$ cat src/rtl/alu_result_fifo.sv
// Four-entry show-ahead FIFO buffering ALU results with per-entry zero/neg flags.
// Optional macro ALU_RESULT_PARITY_EN adds a stored even-parity bit on output `parity`.
module alu_result_fifo #(
    parameter int unsigned DEPTH = 4
) (
    input  logic       clk,
    input  logic       rst,
    input  logic [7:0] s_in,
    input  logic [1:0] ctrl_in,
    input  logic       in_valid,
    output logic       in_ready,
    output logic [7:0] s_out,
    output logic [1:0] ctrl_out,
    output logic       zero,
    output logic       neg,
    output logic       out_valid,
    input  logic       out_ready,
    output logic [2:0] count,
    output logic       bad_sel
`ifdef ALU_RESULT_PARITY_EN
    ,
    output logic       parity
`endif
);

    localparam int unsigned PTR_W = 2;
    localparam int unsigned CNT_W = 3;

    typedef enum logic [1:0] {
        EMPTY  = 2'd0,
        ACTIVE = 2'd1,
        FULL   = 2'd2
    } state_t;

    state_t             state;
    state_t             state_nxt;
    logic [PTR_W-1:0]   rd_ptr;
    logic [PTR_W-1:0]   wr_ptr;
    logic [PTR_W-1:0]   rd_nxt;
    logic [PTR_W-1:0]   wr_nxt;
    logic [CNT_W-1:0]   count_nxt;
    logic               push;
    logic               pop;
    logic               head_bypass;
    logic               zero_in;
    logic               neg_in;

    logic [7:0]         mem_s    [DEPTH];
    logic [1:0]         mem_ctrl [DEPTH];
    logic               mem_zero [DEPTH];
    logic               mem_neg  [DEPTH];
`ifdef ALU_RESULT_PARITY_EN
    logic               mem_par  [DEPTH];
    logic               par_in;
    assign par_in = ^s_in;
`endif

    // Ready depends on occupancy alone, so a full buffer never accepts on a same-cycle pop.
    assign in_ready = (count < CNT_W'(DEPTH));
    assign push     = in_valid && in_ready && (ctrl_in != 2'b11);
    assign pop      = out_valid && out_ready;
    assign zero_in  = (s_in == 8'h00);
    assign neg_in   = s_in[7];

    // Next-state, pointer and occupancy computation.
    always_comb begin
        state_nxt = state;
        count_nxt = count;
        rd_nxt    = rd_ptr;
        wr_nxt    = wr_ptr;
        if (push) begin
            wr_nxt = wr_ptr + PTR_W'(1);
        end
        if (pop) begin
            rd_nxt = rd_ptr + PTR_W'(1);
        end
        if (push && !pop) begin
            count_nxt = count + CNT_W'(1);
        end else if (pop && !push) begin
            count_nxt = count - CNT_W'(1);
        end
        case (state)
            EMPTY:   if (push) state_nxt = ACTIVE;
            ACTIVE: begin
                if (push && !pop && count == CNT_W'(3)) begin
                    state_nxt = FULL;
                end else if (pop && !push && count == CNT_W'(1)) begin
                    state_nxt = EMPTY;
                end
            end
            FULL:    if (pop) state_nxt = ACTIVE;
            default: state_nxt = EMPTY;
        endcase
        // Next head is the entry being written when everything older has drained.
        head_bypass = push && (rd_nxt == wr_ptr);
    end

    // Storage needs no reset; occupancy tracking guards every read.
    always_ff @(posedge clk) begin
        if (push) begin
            mem_s[wr_ptr]    <= s_in;
            mem_ctrl[wr_ptr] <= ctrl_in;
            mem_zero[wr_ptr] <= zero_in;
            mem_neg[wr_ptr]  <= neg_in;
`ifdef ALU_RESULT_PARITY_EN
            mem_par[wr_ptr]  <= par_in;
`endif
        end
    end

    // State, pointers and registered head outputs.
    always_ff @(posedge clk or posedge rst) begin
        if (rst) begin
            state     <= EMPTY;
            count     <= '0;
            rd_ptr    <= '0;
            wr_ptr    <= '0;
            bad_sel   <= 1'b0;
            out_valid <= 1'b0;
            s_out     <= '0;
            ctrl_out  <= '0;
            zero      <= 1'b0;
            neg       <= 1'b0;
`ifdef ALU_RESULT_PARITY_EN
            parity    <= 1'b0;
`endif
        end else begin
            state     <= state_nxt;
            count     <= count_nxt;
            rd_ptr    <= rd_nxt;
            wr_ptr    <= wr_nxt;
            bad_sel   <= bad_sel | (in_valid && in_ready && (ctrl_in == 2'b11));
            out_valid <= (state_nxt != EMPTY);
            if (state_nxt == EMPTY) begin
                s_out    <= '0;
                ctrl_out <= '0;
                zero     <= 1'b0;
                neg      <= 1'b0;
`ifdef ALU_RESULT_PARITY_EN
                parity   <= 1'b0;
`endif
            end else if (head_bypass) begin
                s_out    <= s_in;
                ctrl_out <= ctrl_in;
                zero     <= zero_in;
                neg      <= neg_in;
`ifdef ALU_RESULT_PARITY_EN
                parity   <= par_in;
`endif
            end else begin
                s_out    <= mem_s[rd_nxt];
                ctrl_out <= mem_ctrl[rd_nxt];
                zero     <= mem_zero[rd_nxt];
                neg      <= mem_neg[rd_nxt];
`ifdef ALU_RESULT_PARITY_EN
                parity   <= mem_par[rd_nxt];
`endif
            end
        end
    end

endmodule

$ cat config.mk
export PLATFORM = sky130hd
export DESIGN_NAME = alu_result_fifo
export DESIGN_NICKNAME = d
export VERILOG_FILES = /design/src/rtl/alu_result_fifo.sv
export SDC_FILE = /design/constraint.sdc
export NUM_CORES = 1
export LEC_CHECK = 0
export BUFFER_PORTS_ARGS = -buffer_cell sky130_fd_sc_hd__buf_2
export CORE_MARGIN = 5
export CORE_UTILIZATION = 45
export DETAILED_ROUTE_END_ITERATION = 10
export HOLD_SLACK_MARGIN = 0.03
export PLACE_DENSITY = 0.6
export SLEW_MARGIN = 30
export SYNTH_ARGS = -nofsm -noshare
export SYNTH_HDL_FRONTEND = slang
export SYNTH_SLANG_ARGS = --single-unit
$ cat constraint.sdc
create_clock -name clk -period 2.5 [get_ports clk]
set_clock_uncertainty 0.1 [all_clocks]
set_input_delay 0.25 -clock clk [delete_from_list [all_inputs] [get_ports clk]]
set_output_delay 0.25 -clock clk [all_outputs]
set_load 0.02 [all_outputs]
-- After elaboration in Yosys (flattened, before gate mapping)
Memories as Yosys holds them, arrays and structs flattened.
Cells that the tools add are included.
- bits in registers: 23
- RAM bits: 48
- bits of input ports: 14
- output and inout port bits: 18
- word-level logic and storage cells: 61
- memories: 4
- add/subtract/negate cells: 4
- order comparisons: 1
- eq/ne operators: 7
- mux-type cells: 18
- bitwise gates (word level): 1
- reductions and logical operators: 16
- memory list (memory ; words ; bits a word ; read ports ; clocked after memory_dff ; wr ports ; RTL line ; text):
    mem_s ; 4 ; 8 ; 1 ; 0 ; 1 ; 48 ; logic [7:0] mem_s [DEPTH];
    mem_ctrl ; 4 ; 2 ; 1 ; 0 ; 1 ; 49 ; logic [1:0] mem_ctrl [DEPTH];
    mem_neg ; 4 ; 1 ; 1 ; 0 ; 1 ; 51 ; logic mem_neg [DEPTH];
    mem_zero ; 4 ; 1 ; 1 ; 0 ; 1 ; 50 ; logic mem_zero [DEPTH];
- operators by type and width (operator ; number):
    two-way mux 8 bit ; 2
    two-way mux 2 bit ; 7
    logical AND 1 bit ; 9
    logical NOT 8 bit ; 1
    two-way mux 1 bit ; 6
    two-way mux 3 bit ; 2
    one-hot mux 2 bit (3 select lines) ; 1
    adder 2 x 1 -> 2 bit (second input constant) ; 2
    == test 2 bit (second input constant) ; 2
    logical NOT 2 bit ; 2
    nonzero test 2 bit ; 2
    adder 3 x 1 -> 3 bit (second input constant) ; 1
    == test 3 x 1 -> 1 bit (second input constant) ; 1
    == test 3 x 2 -> 1 bit (second input constant) ; 1
    < comparator 3 bit (second input constant) ; 1
    subtractor 3 x 1 -> 3 bit (second input constant) ; 1
    == test 2 x 1 -> 1 bit (second input constant) ; 1
    == test 2 bit ; 1
    logical NOT 1 bit ; 2
    != test 2 bit (second input constant) ; 1
    bitwise OR 1 bit ; 1

-- Depth between registers and ports, before layout
Gate-level depths: netlist of the first run.
- depth in word-level cells: 11
- depth in mapped cells: 7
- mapped depth without buffers: 6

-- Least setup slack after synthesis of the first run
No wires, ideal clock.
- kind: reg2reg
- start: register out_valid
- end: register ctrl_out[0]
- setup time: 0.101 ns
- arrival time: 1.871 ns
- data required time: 2.299 ns
- setup slack: 0.428 ns
- stages on the path, launching flop included: 6
- path buffers: 1
- period minus slack after synthesis: 2.072 ns
- cells stage by stage: dfrtp_1 nand2_2 xnor2_1 buf_6 mux4_2 o32ai_1
- elaborated cells on any way between the ends: 17
- classes of those cells: 1 x eq/ne; 7 x mux; 8 x reduce/logical; 1 x memory
- RTL lines (item ; RTL line ; text):
    start, declared ; 16 ; output logic out_valid,
    start signal, assigned ; 133 ; out_valid <= (state_nxt != EMPTY);
    logical AND 1 bit (*) ; 61 ; assign pop = out_valid && out_ready;
    two-way mux 2 bit (*) ; 74 ; if (pop) begin
    net rd_nxt[0] ; 39 ; logic [PTR_W-1:0] rd_nxt;
    branches (longest 2 deep; another with memory read (4 x 2 bit)) ; -- ;
    two-way mux 2 bit (*) ; 142 ; end else if (head_bypass) begin
    two-way mux 2 bit (*) ; 134 ; if (state_nxt == EMPTY) begin
    end signal, assigned ; 144 ; ctrl_out <= ctrl_in;
    end signal, assigned ; 152 ; ctrl_out <= mem_ctrl[rd_nxt];
    end, declared ; 13 ; output logic [1:0] ctrl_out,
Mark *: on every way through the listed nets, which the timed path passes.
A chain may end at the register's enable or synchronous reset.

-- Worst setup path in the final report of the first run
- start: register out_valid
- end: register ctrl_out[1]
- cells in the longest elaborated chain, start to end: 8
- elaborated cells on any way between the ends: 17
- classes of those cells: 1 x eq/ne; 7 x mux; 8 x reduce/logical; 1 x memory
- ends and longest elaborated chain (item ; RTL line ; text):
    logical AND 1 bit (*) ; 61 ;
    logical AND 1 bit or logical NOT 1 bit (tied branches) ; 87, 85 ;
    logical AND 1 bit, on equally long branches ; 87, 85 ;
    two-way mux 2 bit or logical AND 1 bit (tied branches) ; 87, 85 ;
    two-way mux 2 bit ; 85 ; if (push && !pop && count == CNT_W'(3)) begin
    one-hot mux 2 bit (3 select lines) ; 82 ; case (state)
    logical NOT 2 bit ; 134 ;
    two-way mux 2 bit (*) ; 134 ;
Every way passes the cells marked *; elsewhere a longest branch is shown, timed or not.

==> results of run 1 <==
-- worst max path at each step --
| stage | slack [ns] | startpoint | to | depth (start not counted) |
|---|---|---|---|---|
| 2_1_floorplan | 0.43 | out_valid$_DFF_PP0_ | ctrl_out[0]$_DFF_PP0_ | 5 |
| 3_3_place_gp | 0.48 | out_valid$_DFF_PP0_ | ctrl_out[1]$_DFF_PP0_ | 5 |
| 3_5_place_dp | 0.47 | out_valid$_DFF_PP0_ | ctrl_out[1]$_DFF_PP0_ | 5 |
| 4_1_cts | 0.45 | out_valid$_DFF_PP0_ | ctrl_out[1]$_DFF_PP0_ | 5 |
| 5_1_grt | 0.27 | out_valid$_DFF_PP0_ | ctrl_out[1]$_DFF_PP0_ | 5 |
| 6_report | 0.48 | out_valid$_DFF_PP0_ | ctrl_out[1]$_DFF_PP0_ | 5 |
-- flip-flops by register name (all words and copies together), names as in the netlist, 2 cells and up --
register / cells
mem_neg: 3
mem_s: 29
ctrl_out: 2
rd_ptr: 2
wr_ptr: 2
s_out: 7
mem_zero: 4
state: 2
mem_ctrl: 8
count: 3
-- metrics by stage --
| stage | hold slack, ns | std cells | power [uW] | utilization | area, um^2 |
|---|---|---|---|---|---|
| after floorplan | 0.1392 | 214 | 2738 | - | 2952 |
| after global placement | 0.3428 | 322 | 3138 | 0.5074 | 3222 |
| after detailed placement | 0.3612 | 322 | 3152 | 0.5074 | 3222 |
| after CTS | 0.04822 | 339 | 4236 | 0.5472 | 3475 |
| after global routing | 0.04783 | 339 | 4479 | 0.5472 | 3475 |
| final | 0.06176 | 339 | 4184 | 0.5472 | 3475 |
-- cells in the mapped netlist, types with 3 or more instances --
library cell,instances
dfrtp_1,22
o32ai_1,10
mux4_2,10
nand4b_1,4
xnor2_1,5
inv_1,62
and2_1,5
buf_2,3
nand2_1,4
a21oi_1,3
ha_1,8
edfxtp_1,44
-- power by group --
group | internal [uW] | switching [uW]
logic | 701 | 831
clock network | 666 | 414
registers | 1420 | 150
-- area by class of cell --
class                      instances  share of cell area
clock buffer                      10             0.03673
clock inverter                     6             0.03313
inverter                          62             0.06698
multi-input combinational         79              0.2341
sequential                        66              0.5387
tap                               77             0.02773
timing repair buffer              39             0.06266
-- metal layers --
layer	vias to the layer above	part of all wire	GRT usage
met5	-	0	0
met4	0	0.013	0.04768
met3	7	0.043	0.05289
met2	29	0.50	0.2380
met1	846	0.44	0.1852
li1	828	-	-
-- repair_timing --
action	CTS	global route
endpoints found under the setup margin	0	0
hold endpoints to repair	22	0
hold buffers	1	0
-- cells by family (layout without fill, tap and decap cells) --
group,count (synthesis),after routing,synth area share
xor gates and xnor gates,6,6,0.01780
and+or+nand+nor,22,22,0.04620
adders and majority gates,10,10,0.04070
muxes,12,12,0.08860
DFF,66,66,0.6342
AOI/OAI and AO/OA,29,29,0.07970
buffers and inverters,69,117,0.09283
==> flow_summary.yaml, run 1 <==
placement:
  port_buffers: 31
  dpl.hpwl_mm: 3.635
  pre_cts_ws_ns: 0.4688
  place_congestion: 0.7466
pwr:
  p_leak_uw: 0.001523
  powerDensity_mw_per_mm2: 1204
  ir_drop_mv: 0.6003
logic_synthesis:
  synth_top_area_frac: 0.4476
  synth_edf_count: 44
  syn_nets: 236
  synth_seq_cells: 66
  ys.flop_type: "edfxtp_1"
  syn_inst: 214
  synth_area_leader_cell: "edfxtp_1"
  synth-async-reset-ratio: 0.3333
  synth_area_leaders: "edfxtp_1 45%, dfrtp_1 19%, inv_1 7.9%"
  syn-cell-area_mm2: 0.002952
  ys_types: 40
  yosysWarnings: 0
  ys_seq_area_frac: 0.6342
  avgSynthCellArea_um2: 13.79
clocking:
  htree_levels: 3
  ctsResizeCount: 0
  cts_root_buf: "clkbuf_8"
  clk_path_buf_depth: 2
  numClockSinks: 66
  insertion_delay_ns: 0.34
  cts_buffers: 9
  cts_setup_buffers: 0
  cts_tree: "done"
  clk_pin_slew_ns: 0.08
critical_path:
  cp.arrival_ns: 2.16
  path_buf_inv: 1
  crit_fanout: 12
  startpoint_type: "flop"
  crit_type: "reg2reg"
  r2r_start: "out_valid$_DFF_PP0_"
  critPathCaptureType: "flop"
  r2r_slack_ns: 0.48
  reg2reg_depth: 5
  path_cells: "nand2_2 > xnor2_2 > buf_4 > mux4_1 > o32ai_1"
  crit_slowest_cell: "mux4_1"
  critPathRequiredTime_ns: 2.64
  timing.rr.end: "ctrl_out[1]$_DFF_PP0_"
  slowest_delay_ns: 0.58
  path_delay_family: "multiplexers"
route:
  ant_nets: 0
  drt-pass1-iter-count: 4
  wl_per_cell_um: 16.09
  drc: 0
  initialDrtViolationCount: 101
  via_count: 1710
  avgViaCountPerCell: 5.044
  drt-total-wl_mm: 5.455
global_routing:
  grt_pass1_wl_mm: 9.225
  overflow: 0
  grt_start_max_net_pins: 23
  grt_pass1_vias: 1780
  antenna_found_initial: 0
  grt_usage: 0.1472
timing:
  finalSetupTns_ns: 0
  fmaxAchievable_mhz: 494.3
  finalSetupViolations: 0
  min_period_over_period: 0.8092
  worst_pin_slew_ns: 0.8031
  rsz0062_at_grt: "false"
  period_minus_slack_ns: 2.023
  finalWorstSetupSlack_ns: 0.4769
  slew_headroom: 0.4613
  hold_viol_final: 0
  finalMaxSlewViolations: 0
layout:
  diodes: 0
  fin_nets: 279
  syn2layout_area_growth_pct: 17.72
  multi_input_area_um2: 813.3
  fillCellCount: 531
  final_cell_mix: "61 x inv_1, 44 x edfxtp_1, 31 x buf_2"
  drive_above_1_share: 0.2519
  final_common_cell: "inv_1"
  seq_area_mm2: 0.001872
die:
  pin_count: 32
  die_h_um: 90.99
  fp.dieArea_mm2: 0.008279
  fp.dieW_um: 90.99
  rows: 29
  design.core.area_mm2: 0.006350
  initial_core_util: 0.4648
worst_hold_path:
  min_path_cells: 1
  hold_class: "in2reg"
  min-delay-start: "s_in[4]"
  whs_endpoint: "mem_s[1][4]$_DFFE_PP_"
flow_run:
  drv_cap: 0
run_status:
  outcome: "finished, final reports clean"
(Power assumes the default switching activity.)
==> run 2: changes to the inputs <==
ABC_AREA = 1   (was not set)
PLACE_DENSITY = 0.62   (was 0.6)
clock period = 1.6 ns   (was 2.5 ns; I/O delays follow)
==> run 2 against run 1 <==
Against the previous run: utilization is 7.1 points higher; fmax up 29%; combinational power up 140%.
==> flow_summary.yaml, run 2 <==
layout:
  diodes: 0
  largest-register: "mem_s"
  drive_above_1_share: 0.3421
  syn2layout_area_growth_pct: 31.73
  design_area_mm2: 0.003969
  final_common_cell: "nand2_1"
  largest_reg_flops: 29
  fin_nets: 398
  top_regs: "mem_s: 29 flops, mem_ctrl: 8 flops, s_out: 7 flops"
  final_cell_mix: "59 x nand2_1, 44 x edfxtp_1, 40 x nand3_1"
  fillCellCount: 524
die:
  design.core.area_mm2: 0.006422
  fp.dieW_um: 91.83
  rows: 29
  initial_core_util: 0.4691
  pin_count: 32
  die_h_um: 91.83
  fp.dieArea_mm2: 0.008432
placement:
  place_congestion: 0.8248
  placed_cell_area_mm2: 0.003475
  dpl.hpwl_mm: 4.644
  port_buffers: 31
pwr:
  p_int_uw: 4594
  seqPwrFrac: 0.320
  power_switching_uw: 3019
  powerDensity_mw_per_mm2: 1918
  comb_power_share: 0.487
  p_clk_frac: 0.192
  design_power_total_uw: 7613
  p_leak_uw: 0.001834
  swShare: 0.3966
  ir_drop_mv: 0.7032
route:
  drc: 0
  initialDrtViolationCount: 81
  drt-total-wl_mm: 6.849
  wl_per_cell_um: 14.99
  drt-pass1-iter-count: 4
  avgViaCountPerCell: 4.915
  via_count: 2246
  ant_nets: 0
clocking:
  cts_tree: "done"
  clk_path_buf_depth: 2
  numClockSinks: 66
  clk_pin_slew_ns: 0.07
  cts_root_buf: "clkbuf_8"
  cts_buffers: 9
  htree_levels: 3
  insertion_delay_ns: 0.33
run_status:
  outcome: "finished, final reports clean"
critical_path:
  critPathCaptureType: "flop"
  crit_fanout: 7
  cp.arrival_ns: 1.70
  crit_type: "reg2reg"
  startpoint_type: "flop"
  critPathRequiredTime_ns: 1.73
logic_synthesis:
  synth_common_cells: "70 x nand2_1, 47 x nand3_1, 44 x edfxtp_1, 32 x nor2_1, 30 x inv_1"
  synth-async-reset-ratio: 0.3333
  syn-cell-area_mm2: 0.003013
  synth_area_leaders: "edfxtp_1 44%, dfrtp_1 18%, nand2_1 8.7%"
  synth_area_leader_cell: "edfxtp_1"
  yosysWarnings: 0
  syn_nets: 319
  ys.flop_type: "edfxtp_1"
  synth_edf_count: 44
  syn_inst: 297
  synth.most_common_cell: "nand2_1"
  avgSynthCellArea_um2: 10.14
  synth_seq_cells: 66
  ys_types: 29
  synth_top_area_frac: 0.4385
  ys_seq_area_frac: 0.6213
timing:
  slew_headroom: 0.7915
  finalSetupViolations: 0
  rsz0062_at_grt: "true"
  hold_viol_final: 0
  fmaxAchievable_mhz: 636.6
  min_period_over_period: 0.9818
  finalMaxSlewViolations: 0
  hold_slack_ns: 0.08268
  period_minus_slack_ns: 1.571
  worst_pin_slew_ns: 0.3128
global_routing:
  grt_usage: 0.1648
  antenna_found_initial: 0
  overflow: 0
  grt_start_max_net_pins: 23
  grt_pass1_wl_mm: 10.63
  grt_pass1_vias: 2252
flow_run:
  drv_cap: 0
worst_hold_path:
  hold_class: "in2reg"
==> run 2: changes by cell type in the layout (fill, tap and decap cells not counted), sizes merged, moves of 8 or more <==
cell	before	now
nand3	1	48
nand2	5	78
mux4	11	0
buf	38	69
nor2	1	34
o32ai	10	0
dlygate4sd3	1	9
inv	61	31
==> run 2: per-layer routing <==
metal  up-vias  part of all wire  track usage  wire [um]
met5         -                 0            0          0
met4         0             0.016      0.08416        113
met3        12             0.037      0.03028        251
met2        52              0.51       0.2812       3505
met1      1051              0.43       0.1999       2977
li1       1131                 -            -          -
==> run 2: repair_timing <==
item,4_1_cts,5_1_grt
pin swaps,0,16
endpoints found under the hold margin,54,0
setup endpoints to repair,4,51
buffers inserted,0,5
gates resized for setup,3,40
cloned,0,1
hold buffers,9,0
==> run 2: worst max-delay path, stage by stage, from the launching register on <==
cell and delay, ns:
dfrtp_1 0.41, ha_2 0.21, ha_4 0.14, nand4_1 0.10, nand2_1 0.08, nand2_2 0.07, nand3_2 0.09, buf_6 0.16
nand2_1 0.06, nor2_1 0.04
==> run 2: final timing paths <==
kind / start / end / slack (ns) / cells after the start
hold reg to reg: bad_sel$_DFF_PP0_ / bad_sel$_DFF_PP0_ / 0.38 / 1
setup reg to reg: count[1]$_DFFE_PP0P_ / s_out[5]$_DFF_PP0_ / 0.03 / 9
setup / recovery: count[1]$_DFFE_PP0P_ / s_out[5]$_DFF_PP0_ / 0.03 / 9
min in group asynchronous: rst / neg$_DFF_PP0_ / 0.31 / 4
hold / removal: ctrl_in[1] / mem_ctrl[2][1]$_DFFE_PP_ / 0.08 / 2
max in group asynchronous: rst / count[0]$_DFFE_PP0P_ / 0.82 / 4
==> run 2: metrics by stage <==
step	setup TNS (ns)	utilization	setup WS [ns]	instances
floorplan	-0.9290	-	-0.01836	297
global placement	-0.03048	0.5410	-0.03048	427
detailed placement	-0.04171	0.5410	-0.04171	427
CTS	0	0.5884	0.002682	451
global route	-0.5970	0.6180	-0.06648	457
finish	0	0.6180	0.02917	457
==> run 2: final cells by class <==
cell class | instances | area (um^2) | share of cell area
Sequential cell | 66 | 1877 | 0.4729
Multi-Input combinational cell | 190 | 1121 | 0.2825
Clock buffer | 12 | 135.1 | 0.03405
Inverter | 31 | 116.4 | 0.02932
Clock inverter | 3 | 65.06 | 0.01639
Timing Repair Buffer | 78 | 558.0 | 0.1406
Tap cell | 77 | 96.34 | 0.02427
==> run 2: cells by family (layout without fill, tap and decap cells) <==
group,after synthesis,count (layout),synth area share
simple gates,169,170,0.2558
flops,66,66,0.6213
compound gates,7,7,0.01412
fa+ha+maj,8,8,0.03322
mux,2,2,0.007060
buf+inv,42,124,0.05980
xor+xnor,3,3,0.008723
==> run 2: power groups by stage <==
stage | Clock [uW] | Combinational [uW] | Sequential [uW]
after floorplan | 0 | 1900 | 2660
after global placement | 0 | 3180 | 2430
after detailed placement | 0 | 3220 | 2440
after CTS | 1500 | 3280 | 2410
after global routing | 1570 | 4110 | 2490
final | 1460 | 3710 | 2440
==> run 3: changes to the inputs <==
CELL_PAD_IN_SITES_DETAIL_PLACEMENT = 2   (was not set)
CELL_PAD_IN_SITES_GLOBAL_PLACEMENT = 2   (was not set)
CORE_UTILIZATION = 34   (was 45)
PLACE_DENSITY = 0.78   (was 0.62)
==> run 3 against run 2 <==
Against the previous run: the flow now finishes with violations (setup timing); wire length is 36% higher; die area up 29%; final cell count rose by 5.7%; non-clock buffer count decreased by 5; global-route usage up 0.87 points; first-iteration DRC count decreased by 9.9%; design area is 1.5% higher; combinational power increased by 13%; utilization down 15 points; largest power group unchanged; highest routed layer unchanged.
==> flow_summary.yaml, run 3 (same netlist as run 2, synthesis figures left out) <==
die:
  rows: 34
  initial_core_util: 0.3472
  die_h_um: 104.1
  fp.dieArea_mm2: 0.01084
  design.core.area_mm2: 0.008678
  pin_count: 32
  fp.dieW_um: 104.1
global_routing:
  antenna_found_initial: 0
  grt_pass1_vias: 2745
  grt_pass1_wl_mm: 14.63
  grt_start_max_net_pins: 23
  overflow: 0
  grt_usage: 0.1735
critical_path:
  critPathRequiredTime_ns: 1.73
  crit_fanout: 6
  crit_slowest_cell: "dfrtp_2"
  critPathCaptureType: "flop"
  crit_type: "reg2reg"
  slowest_delay_ns: 0.45
  path_cells: "ha_4 > ha_4 > nand4_1 > nand2_2 > nand2_4 > nand3_4 > buf_6 > nand2_2 > nor2_1"
  cp.arrival_ns: 1.84
  path_delay_family: "simple AND/OR/NAND/NOR gates"
  path_buf_inv: 1
  startpoint_type: "flop"
layout:
  top_regs: "mem_s: 29 flops, mem_ctrl: 8 flops, s_out: 7 flops"
  syn2layout_area_growth_pct: 33.64
  largest_reg_flops: 29
  drive_above_1_share: 0.3413
  final_cell_mix: "55 x nand2_1, 45 x nand3_1, 44 x edfxtp_1"
  fin_nets: 392
  final_common_cell: "nand2_1"
  diodes: 0
  design_area_mm2: 0.004026
  largest-register: "mem_s"
pwr:
  design_power_total_uw: 7887
  p_leak_uw: 0.001810
  powerDensity_mw_per_mm2: 1959
  ir_drop_mv: 0.7297
clocking:
  insertion_delay_ns: 0.34
  cts_root_buf: "clkbuf_8"
  clk_path_buf_depth: 2
  numClockSinks: 66
  clk_pin_slew_ns: 0.07
  htree_levels: 3
  cts_buffers: 9
  cts_tree: "done"
run_status:
  violations: "setup timing"
  outcome: "complete, but fails checks"
placement:
  placed_cell_area_mm2: 0.003538
  pre_cts_ws_ns: -0.06210
  place_congestion: 0.7560
  port_buffers: 31
  dpl.hpwl_mm: 6.172
flow_run:
  drv_cap: 0
route:
  ant_nets: 0
  via_count: 2418
  wl_per_cell_um: 19.32
  drt-pass1-iter-count: 4
  drt-total-wl_mm: 9.330
  drc: 0
  initialDrtViolationCount: 73
  avgViaCountPerCell: 5.006
timing:
  hold_viol_final: 0
  finalSetupViolations: 12
  slew_headroom: 0.7670
  min_period_over_period: 1.068
  finalMaxSlewViolations: 0
  period_minus_slack_ns: 1.709
  rsz0062_at_grt: "true"
  finalSetupTns_ns: -1.095
  worst_pin_slew_ns: 0.3495
  fmaxAchievable_mhz: 585.2
  finalWorstSetupSlack_ns: -0.1087
worst_hold_path:
  hold_class: "in2reg"
[run 3: cell types whose count changed in the layout (fill, tap and decap cells not counted), sizes merged]
cell      change
clkinvlp      +1
bufinv        -2
clkbuf        -1
clkinv        +3
buf           -5
nand2         -1
[run 3: final cells by class]
| class | instances | area [um^2] |
|---|---|---|
| Clock buffer | 11 | 131.4 |
| Clock inverter | 5 | 31.28 |
| Sequential cell | 66 | 1877 |
| Inverter | 31 | 116.4 |
| Tap cell | 108 | 135.1 |
| Timing Repair Buffer | 73 | 601.8 |
| Multi-Input combinational cell | 189 | 1134 |
| Fill cell | 910 | 4652 |
[run 3: per-layer routing]
layer / GRT usage / up-vias / routed length [um]
met3: 0.02421 / 12 / 287
met5: 0 / - / 0
met1: 0.2105 / 1236 / 3905
met4: 0.05828 / 0 / 131
met2: 0.3138 / 44 / 5007
li1: - / 1126 / -
[run 3: through the flow]
stage                 util  cells  hold slack [ns]
floorplan                -    297          0.04902
global placement    0.4077    453           0.1226
detailed placement  0.4077    453           0.1333
CTS                 0.4452    481          0.05019
global route        0.4640    483          0.05030
finish              0.4640    483          0.06095
[run 3: final timing paths]
| path | from | end | slack (ns) | cells after the start |
|---|---|---|---|---|
| hold reg to reg | bad_sel$_DFF_PP0_ | bad_sel$_DFF_PP0_ | 0.37 | 1 |
| max in group asynchronous | rst | count[0]$_DFFE_PP0P_ | 0.79 | 4 |
| setup reg to reg | count[1]$_DFFE_PP0P_ | ctrl_out[0]$_DFF_PP0_ | -0.11 | 9 |
| setup / recovery | count[1]$_DFFE_PP0P_ | ctrl_out[0]$_DFF_PP0_ | -0.11 | 9 |
| hold / removal | ctrl_in[0] | mem_ctrl[1][0]$_DFFE_PP_ | 0.06 | 2 |
| min in group asynchronous | rst | s_out[4]$_DFF_PP0_ | 0.32 | 4 |
[run 3: worst reg2reg max path: stages (launching register included)]
cell and delay, ns:
dfrtp_2 0.45, ha_4 0.18, ha_4 0.15, nand4_1 0.16
nand2_2 0.11, nand2_4 0.11, nand3_4 0.08, buf_6 0.16
nand2_2 0.06, nor2_1 0.04
[run 3: report_power, final]
group	internal, uW	total, uW	switching [uW]	leakage (uW)
Clock	558	1220	659	0.0000831
Sequential	2230	2460	226	0.000663
Combinational	1640	4210	2570	0.00106
Total	4430	7890	3460	0.00181
[run 3: what timing repair did]
item | in CTS | in global routing
pin swaps | 3 | 10
gates resized for setup | 12 | 42
setup buffers | 3 | 3
cloned | 0 | 0
setup endpoints to repair | 55 | 19
hold endpoints to repair | 54 | 0
hold buffers | 9 | 0
